===== src/rtl/midi_pkg.sv =====
// Shared types and byte constants for the MIDI channel-message parser.
package midi_pkg;

    typedef enum logic [2:0] {
        NOTE_OFF   = 3'd0,
        NOTE_ON    = 3'd1,
        POLY_AT    = 3'd2,
        CC         = 3'd3,
        PROGRAM    = 3'd4,
        CHAN_AT    = 3'd5,
        PITCH_BEND = 3'd6
    } msg_type_e;

    typedef enum logic [1:0] {
        IDLE  = 2'd0,
        DATA1 = 2'd1,
        DATA2 = 2'd2,
        SYSEX = 2'd3
    } state_e;

    localparam logic [7:0] SYSEX_START = 8'hF0;
    localparam logic [7:0] SYSEX_END   = 8'hF7;
    localparam logic [7:0] RT_MIN      = 8'hF8;

endpackage


===== src/rtl/midi_status_decode.sv =====
// Combinational classification of a MIDI status byte.
module midi_status_decode
    import midi_pkg::*;
(
    input  logic [7:0] status,
    output msg_type_e  msg_type,
    output logic [1:0] length,
    output logic       is_channel,
    output logic       is_realtime
);

    always_comb begin
        is_channel  = status[7] && (status < SYSEX_START);
        is_realtime = (status >= RT_MIN);
        msg_type    = is_channel ? msg_type_e'(status[6:4]) : NOTE_OFF;
        length      = (msg_type == PROGRAM || msg_type == CHAN_AT) ? 2'd1 : 2'd2;
    end

endmodule


===== src/rtl/midi_msg_parser.sv =====
// Byte-stream MIDI parser: running status, sysex skipping, realtime pass-through.
// Handshake: a byte is consumed in any cycle with d_valid=1 (no ready, no stall);
// v_valid and rt_valid are single-cycle strobes with no acknowledge.
module midi_msg_parser
    import midi_pkg::*;
#(
    parameter logic [15:0] CHANNEL_MASK = 16'hFFFF,
    parameter bit          VEL0_IS_OFF  = 1'b1
) (
    input  logic        clk,
    input  logic        reset,
    input  logic [7:0]  d_in,
    input  logic        d_valid,
    input  logic        f_error,
    output logic        v_valid,
    output msg_type_e   v_type,
    output logic [3:0]  v_channel,
    output logic [6:0]  v_data1,
    output logic [6:0]  v_data2,
    output logic [13:0] v_bend,
    output logic        rt_valid,
    output logic [7:0]  rt_byte,
    output state_e      dbg_state
);

    state_e     state;
    msg_type_e  rs_type;
    logic [3:0] rs_chan;
    logic [1:0] rs_len;
    logic [6:0] d1_q;

    msg_type_e  dec_type;
    logic [1:0] dec_len;
    logic       dec_chan;
    logic       dec_rt;

    logic       is_data;
    logic       complete;
    logic       emit;
    logic [6:0] c_d1;
    logic [6:0] c_d2;
    msg_type_e  c_type;

    midi_status_decode u_dec (
        .status      (d_in),
        .msg_type    (dec_type),
        .length      (dec_len),
        .is_channel  (dec_chan),
        .is_realtime (dec_rt)
    );

    assign dbg_state = state;

    // Completion is decided combinationally so the result registers on the final byte's edge.
    always_comb begin
        is_data  = d_valid && !f_error && !d_in[7];
        complete = 1'b0;
        c_d1     = d1_q;
        c_d2     = 7'd0;
        if (is_data && state == DATA1 && rs_len == 2'd1) begin
            complete = 1'b1;
            c_d1     = d_in[6:0];
        end else if (is_data && state == DATA2) begin
            complete = 1'b1;
            c_d2     = d_in[6:0];
        end
        c_type = rs_type;
        if (VEL0_IS_OFF && rs_type == NOTE_ON && c_d2 == 7'd0) begin
            c_type = NOTE_OFF;
        end
        emit = complete && CHANNEL_MASK[rs_chan];
    end

    always_ff @(posedge clk) begin
        if (reset) begin
            state     <= IDLE;
            rs_type   <= NOTE_OFF;
            rs_chan   <= 4'd0;
            rs_len    <= 2'd0;
            d1_q      <= 7'd0;
            v_valid   <= 1'b0;
            v_type    <= NOTE_OFF;
            v_channel <= 4'd0;
            v_data1   <= 7'd0;
            v_data2   <= 7'd0;
            v_bend    <= 14'd0;
            rt_valid  <= 1'b0;
            rt_byte   <= 8'd0;
        end else begin
            v_valid  <= emit;
            rt_valid <= 1'b0;
            if (emit) begin
                v_type    <= c_type;
                v_channel <= rs_chan;
                v_data1   <= c_d1;
                v_data2   <= c_d2;
                v_bend    <= (rs_type == PITCH_BEND) ? {c_d2, c_d1} : 14'd0;
            end
            if (d_valid) begin
                if (f_error) begin
                    state <= IDLE;
                end else if (dec_rt) begin
                    rt_valid <= 1'b1;
                    rt_byte  <= d_in;
                end else if (dec_chan) begin
                    rs_type <= dec_type;
                    rs_chan <= d_in[3:0];
                    rs_len  <= dec_len;
                    state   <= DATA1;
                end else if (d_in == SYSEX_START) begin
                    state <= SYSEX;
                end else if (d_in > SYSEX_START && d_in <= SYSEX_END) begin
                    state <= IDLE;
                end else begin
                    case (state)
                        DATA1: begin
                            if (rs_len == 2'd2) begin
                                d1_q  <= d_in[6:0];
                                state <= DATA2;
                            end
                        end
                        DATA2:   state <= DATA1;
                        default: state <= state;
                    endcase
                end
            end
        end
    end

endmodule


===== config.mk =====
export PLATFORM = sky130hd
export DESIGN_NAME = midi_msg_parser
export DESIGN_NICKNAME = d
export VERILOG_FILES = /design/src/rtl/midi_pkg.sv /design/src/rtl/midi_status_decode.sv /design/src/rtl/midi_msg_parser.sv
export SDC_FILE = /design/constraint.sdc
export NUM_CORES = 1
export LEC_CHECK = 0
export ABC_AREA = 1
export ABC_CLOCK_PERIOD_IN_PS = 2200
export BUFFER_PORTS_ARGS = -buffer_cell sky130_fd_sc_hd__buf_2
export CAP_MARGIN = 20
export CELL_PAD_IN_SITES_DETAIL_PLACEMENT = 1
export CELL_PAD_IN_SITES_GLOBAL_PLACEMENT = 1
export CORE_AREA = 2 2 87 89
export DETAILED_ROUTE_END_ITERATION = 10
export DIE_AREA = 0 0 89 91
export GPL_TIMING_DRIVEN = 0
export PLACE_DENSITY_LB_ADDON = 0.1
export SLEW_MARGIN = 20
export SYNTH_ARGS = -nofsm -noshare
export SYNTH_HDL_FRONTEND = slang
export SYNTH_HIERARCHICAL = 1
export SYNTH_SLANG_ARGS = --single-unit
export TNS_END_PERCENT = 1

===== constraint.sdc =====
create_clock -name clk -period 2.2 [get_ports clk]
set_clock_uncertainty 0.2 [all_clocks]
set_input_delay 0.44 -clock clk [delete_from_list [all_inputs] [get_ports clk]]
set_output_delay 0.44 -clock clk [all_outputs]
set_load 0.01 [all_outputs]

==> impl_metrics.csv <==
group,metric,value,unit
outcome,status,"finished clean",
worst_hold_path,hold_start,"d_in[7]",
run,max_cap_violations,0,
logic_synthesis,ys_seq_elements,63,
worst_setup_path,worst_path_dominant_cell_family,"simple AND/OR/NAND/NOR gates",
logic_synthesis,synth_top_area_cell,"dfxtp_1",
power_and_ir_drop,total_power,2.372,mW
power_and_ir_drop,powerDensity,726.2,nW/µm²
global_route,grt_pass1_wl,12230,µm
layout,register_area,1261,µm²
route,drtIter0Drc,64,
worst_setup_path,cpPeakStageDelay,250,ps
global_route,track_usage,19.63,%
worst_setup_path,worst_setup_path_start_kind,"input port",
clock_network,cts.path.max_buffers,2,
layout,syn_to_final_growth,23.04,%
clock_network,cts.sinks,63,
worst_setup_path,worst_r2r_startpoint,"dbg_state[1]",
logic_synthesis,syn-cell-area,2655,µm²
place,dpl.cell_count,515,
worst_setup_path,r2r_setup_slack,330,ps
logic_synthesis,syn_nets,372,
clock_network,post_cts_buffers,0,
timing,hold_ws,231.1,ps
floorplan,initial_core_util,37.20,%
logic_synthesis,ys_types,28,
floorplan,dieArea,8099,µm²
clock_network,postCtsHoldBufs,0,
worst_setup_path,rr_endpoint,"v_bend[11]",
worst_hold_path,min_to,"rt_byte[7]",
route,wirelength,7382,µm
global_route,grt.busiest_layer,"met2",
layout,drive_gt1_share,23.90,%
timing,worstMarginPinSlew,665.4,ps
layout,antenna_cells,0,
timing,hold_violations,0,
place,dp.final_hpwl,5540,µm
worst_hold_path,hold_class,"in2reg",
timing,relSlewSlack,55.40,%
timing,rsz0062_at_grt,"no",
worst_setup_path,required,2230,ps
power_and_ir_drop,leakagePower,1.515,nW
layout,nets,441,
worst_setup_path,end_kind,"register",
floorplan,num_rows,31,
floorplan,fp.dieW,89,µm
layout,stdcell_count,530,
timing,final.setup.tns,0,ps
timing,finalCriticalPeriod,1964,ps
logic_synthesis,syn_avg_cell_area,7.416,µm²
clock_network,root_buffer,"clkbuf_8",
route,routed_via_density,4.689,
global_route,grt_pass1_vias,2478,
logic_synthesis,ys_top_cells_by_area,"dfxtp_1, nand2_1, a21oi_1",
timing,timing.fmax,509.1,MHz
place,port_buffers,58,
global_route,grt.overflow.total,0,
logic_synthesis,yosys_warnings,6,
layout,final_cell_mix,"nand2_1, dfxtp_1, buf_2, a21oi_1, inv_1",
clock_network,clock_insertion_delay_worst_skew,340,ps
worst_setup_path,arrival,2000,ps
timing,drv_slew,0,
logic_synthesis,syn_inst,358,
worst_setup_path,criticalPathCategory,"in2reg",
worst_setup_path,critPathBufInv,3,
clock_network,numCtsBuffers,9,
global_route,antenna_found_initial,0,
worst_setup_path,reg2reg_depth,10,
route,ant_nets,0,
clock_network,clkTransAtPathRegs,70,ps
logic_synthesis,synth_top_area_share,47.50,%
logic_synthesis,ys_seq_area_share,47.50,%
route,drc,0,
global_route,met3_usage,3.455,%
global_route,grt_util_met2,32.71,%
route,vias,2485,
route,firstDrtPassIters,5,
clock_network,cts_tree,"built",
worst_hold_path,min_path_cells,3,
floorplan,die_height,91,µm
worst_setup_path,path_max_fanout,10,
power_and_ir_drop,ir_worst_vdd,0.2682,mV
timing,setup_viol,0,
layout,multi_input_area,1156,µm²
worst_setup_path,slowest_stage,"nor3_2",
global_route,grt_use_met1,25.24,%
layout,fill_cells,953,
place,gpl.final_weighted_congestion,0.7791,
floorplan,pin_count,59,
layout,final_common_cell,"nand2_1",
worst_setup_path,crit_chain,"buf_2 > nand2_2 > o21bai_4 > inv_1 > nand3b_1 > nor3_2 > nand2_1 > buf_4 > o21ai_1 > nor2_1",
floorplan,core_area,7137,µm²
timing,post-route-period-util,89.29,%
route,wl_per_cell,13.93,µm
global_route,grt_max_degree,11,
clock_network,htree_levels,3,
clock_network,post_cts_resized,0,
cells in the mapped netlist:
library cell / n
nor3_2: 2
o21ai_0: 12
nand2_2: 1
nand4_1: 4
buf_1: 1
o21bai_4: 1
o31ai_1: 1
buf_6: 3
a21boi_0: 1
nor2_4: 1
nor2_1: 30
nand3b_1: 1
nand2_4: 2
buf_4: 2
a21oi_1: 33
o21ai_1: 24
clkbuf_1: 5
nor2_2: 2
nand3_1: 22
nor3b_2: 1
inv_1: 31
dfxtp_1: 63
inv_2: 8
nand3_2: 3
nand2_1: 97
ha_1: 2
buf_2: 4
nand3_4: 1
final cells by class:
type                            instances  share of cell area (%)
Sequential cell                        63                   38.61
Buffer                                 15                   2.796
Clock inverter                          3                   1.302
Clock buffer                           12                   4.749
Inverter                               39                   4.481
Tap cell                               99                   3.792
Timing Repair Buffer                   58                   8.885
Multi-Input combinational cell        241                   35.39
sequential cells by signal, summed over array words and instances (netlist names):
register and count:
rt_byte 8, v_data2 7, v_data1 7, v_bend 14
d1_q 7, rs_len 2, dbg_state 2, rs_type 3
rs_chan 4, rt_valid 1, v_valid 1, v_channel 4
v_type 3
report_power, final:
part | total (mW) | leakage, nW | switching (mW) | internal, mW
clock | 1.03 | 0.0985 | 0.453 | 0.578
combinational | 0.179 | 0.908 | 0.124 | 0.0550
sequential | 1.16 | 0.509 | 0.00766 | 1.15
total | 2.37 | 1.51 | 0.585 | 1.79
how the worst max path moves through the flow:
stage | from | to | cells past startpoint
after floorplan | d_in[6] | d1_q[1] | 9
after global placement | d_in[6] | d1_q[4] | 10
after detailed placement | d_in[6] | d1_q[5] | 10
after CTS | d_in[6] | d1_q[5] | 10
after global routing | d_in[5] | d1_q[4] | 10
final | d_in[5] | d1_q[5] | 10
per-stage QoR:
step / utilization (%) / worst slack, ps / area, µm²
3_3_place_gp: 43.00 / -59.77 / 3069
6_report: 45.77 / 235.6 / 3267
5_1_grt: 45.77 / 61.36 / 3267
3_5_place_dp: 43.00 / -92.50 / 3069
2_1_floorplan: - / 409.2 / 2655
4_1_cts: 45.77 / 228.7 / 3267
layer usage:
layer | share of wire (%) | wire length [µm]
met2 | 47 | 3487
met3 | 3.8 | 283
met5 | 0 | 0
met4 | 1.5 | 114
met1 | 47 | 3497
tightest hold or removal path, delay by kind of cell:
kind | cells | cell delay [ps]
and+or+nand+nor | 1 | 80
buffers and inverters | 1 | 140
AOI/OAI and AO/OA | 1 | 60
cells by family (layout without fill, tap and decap cells):
kind of cell | Yosys count | in the layout | synth area share [%]
DFF | 63 | 63 | 47.50
buffers and inverters | 54 | 127 | 8.954
and+or+nand+nor | 167 | 167 | 28.32
AOI/OAI and AO/OA | 72 | 72 | 14.28
adders and majority gates | 2 | 2 | 0.9424
(Power assumes the default switching activity.)
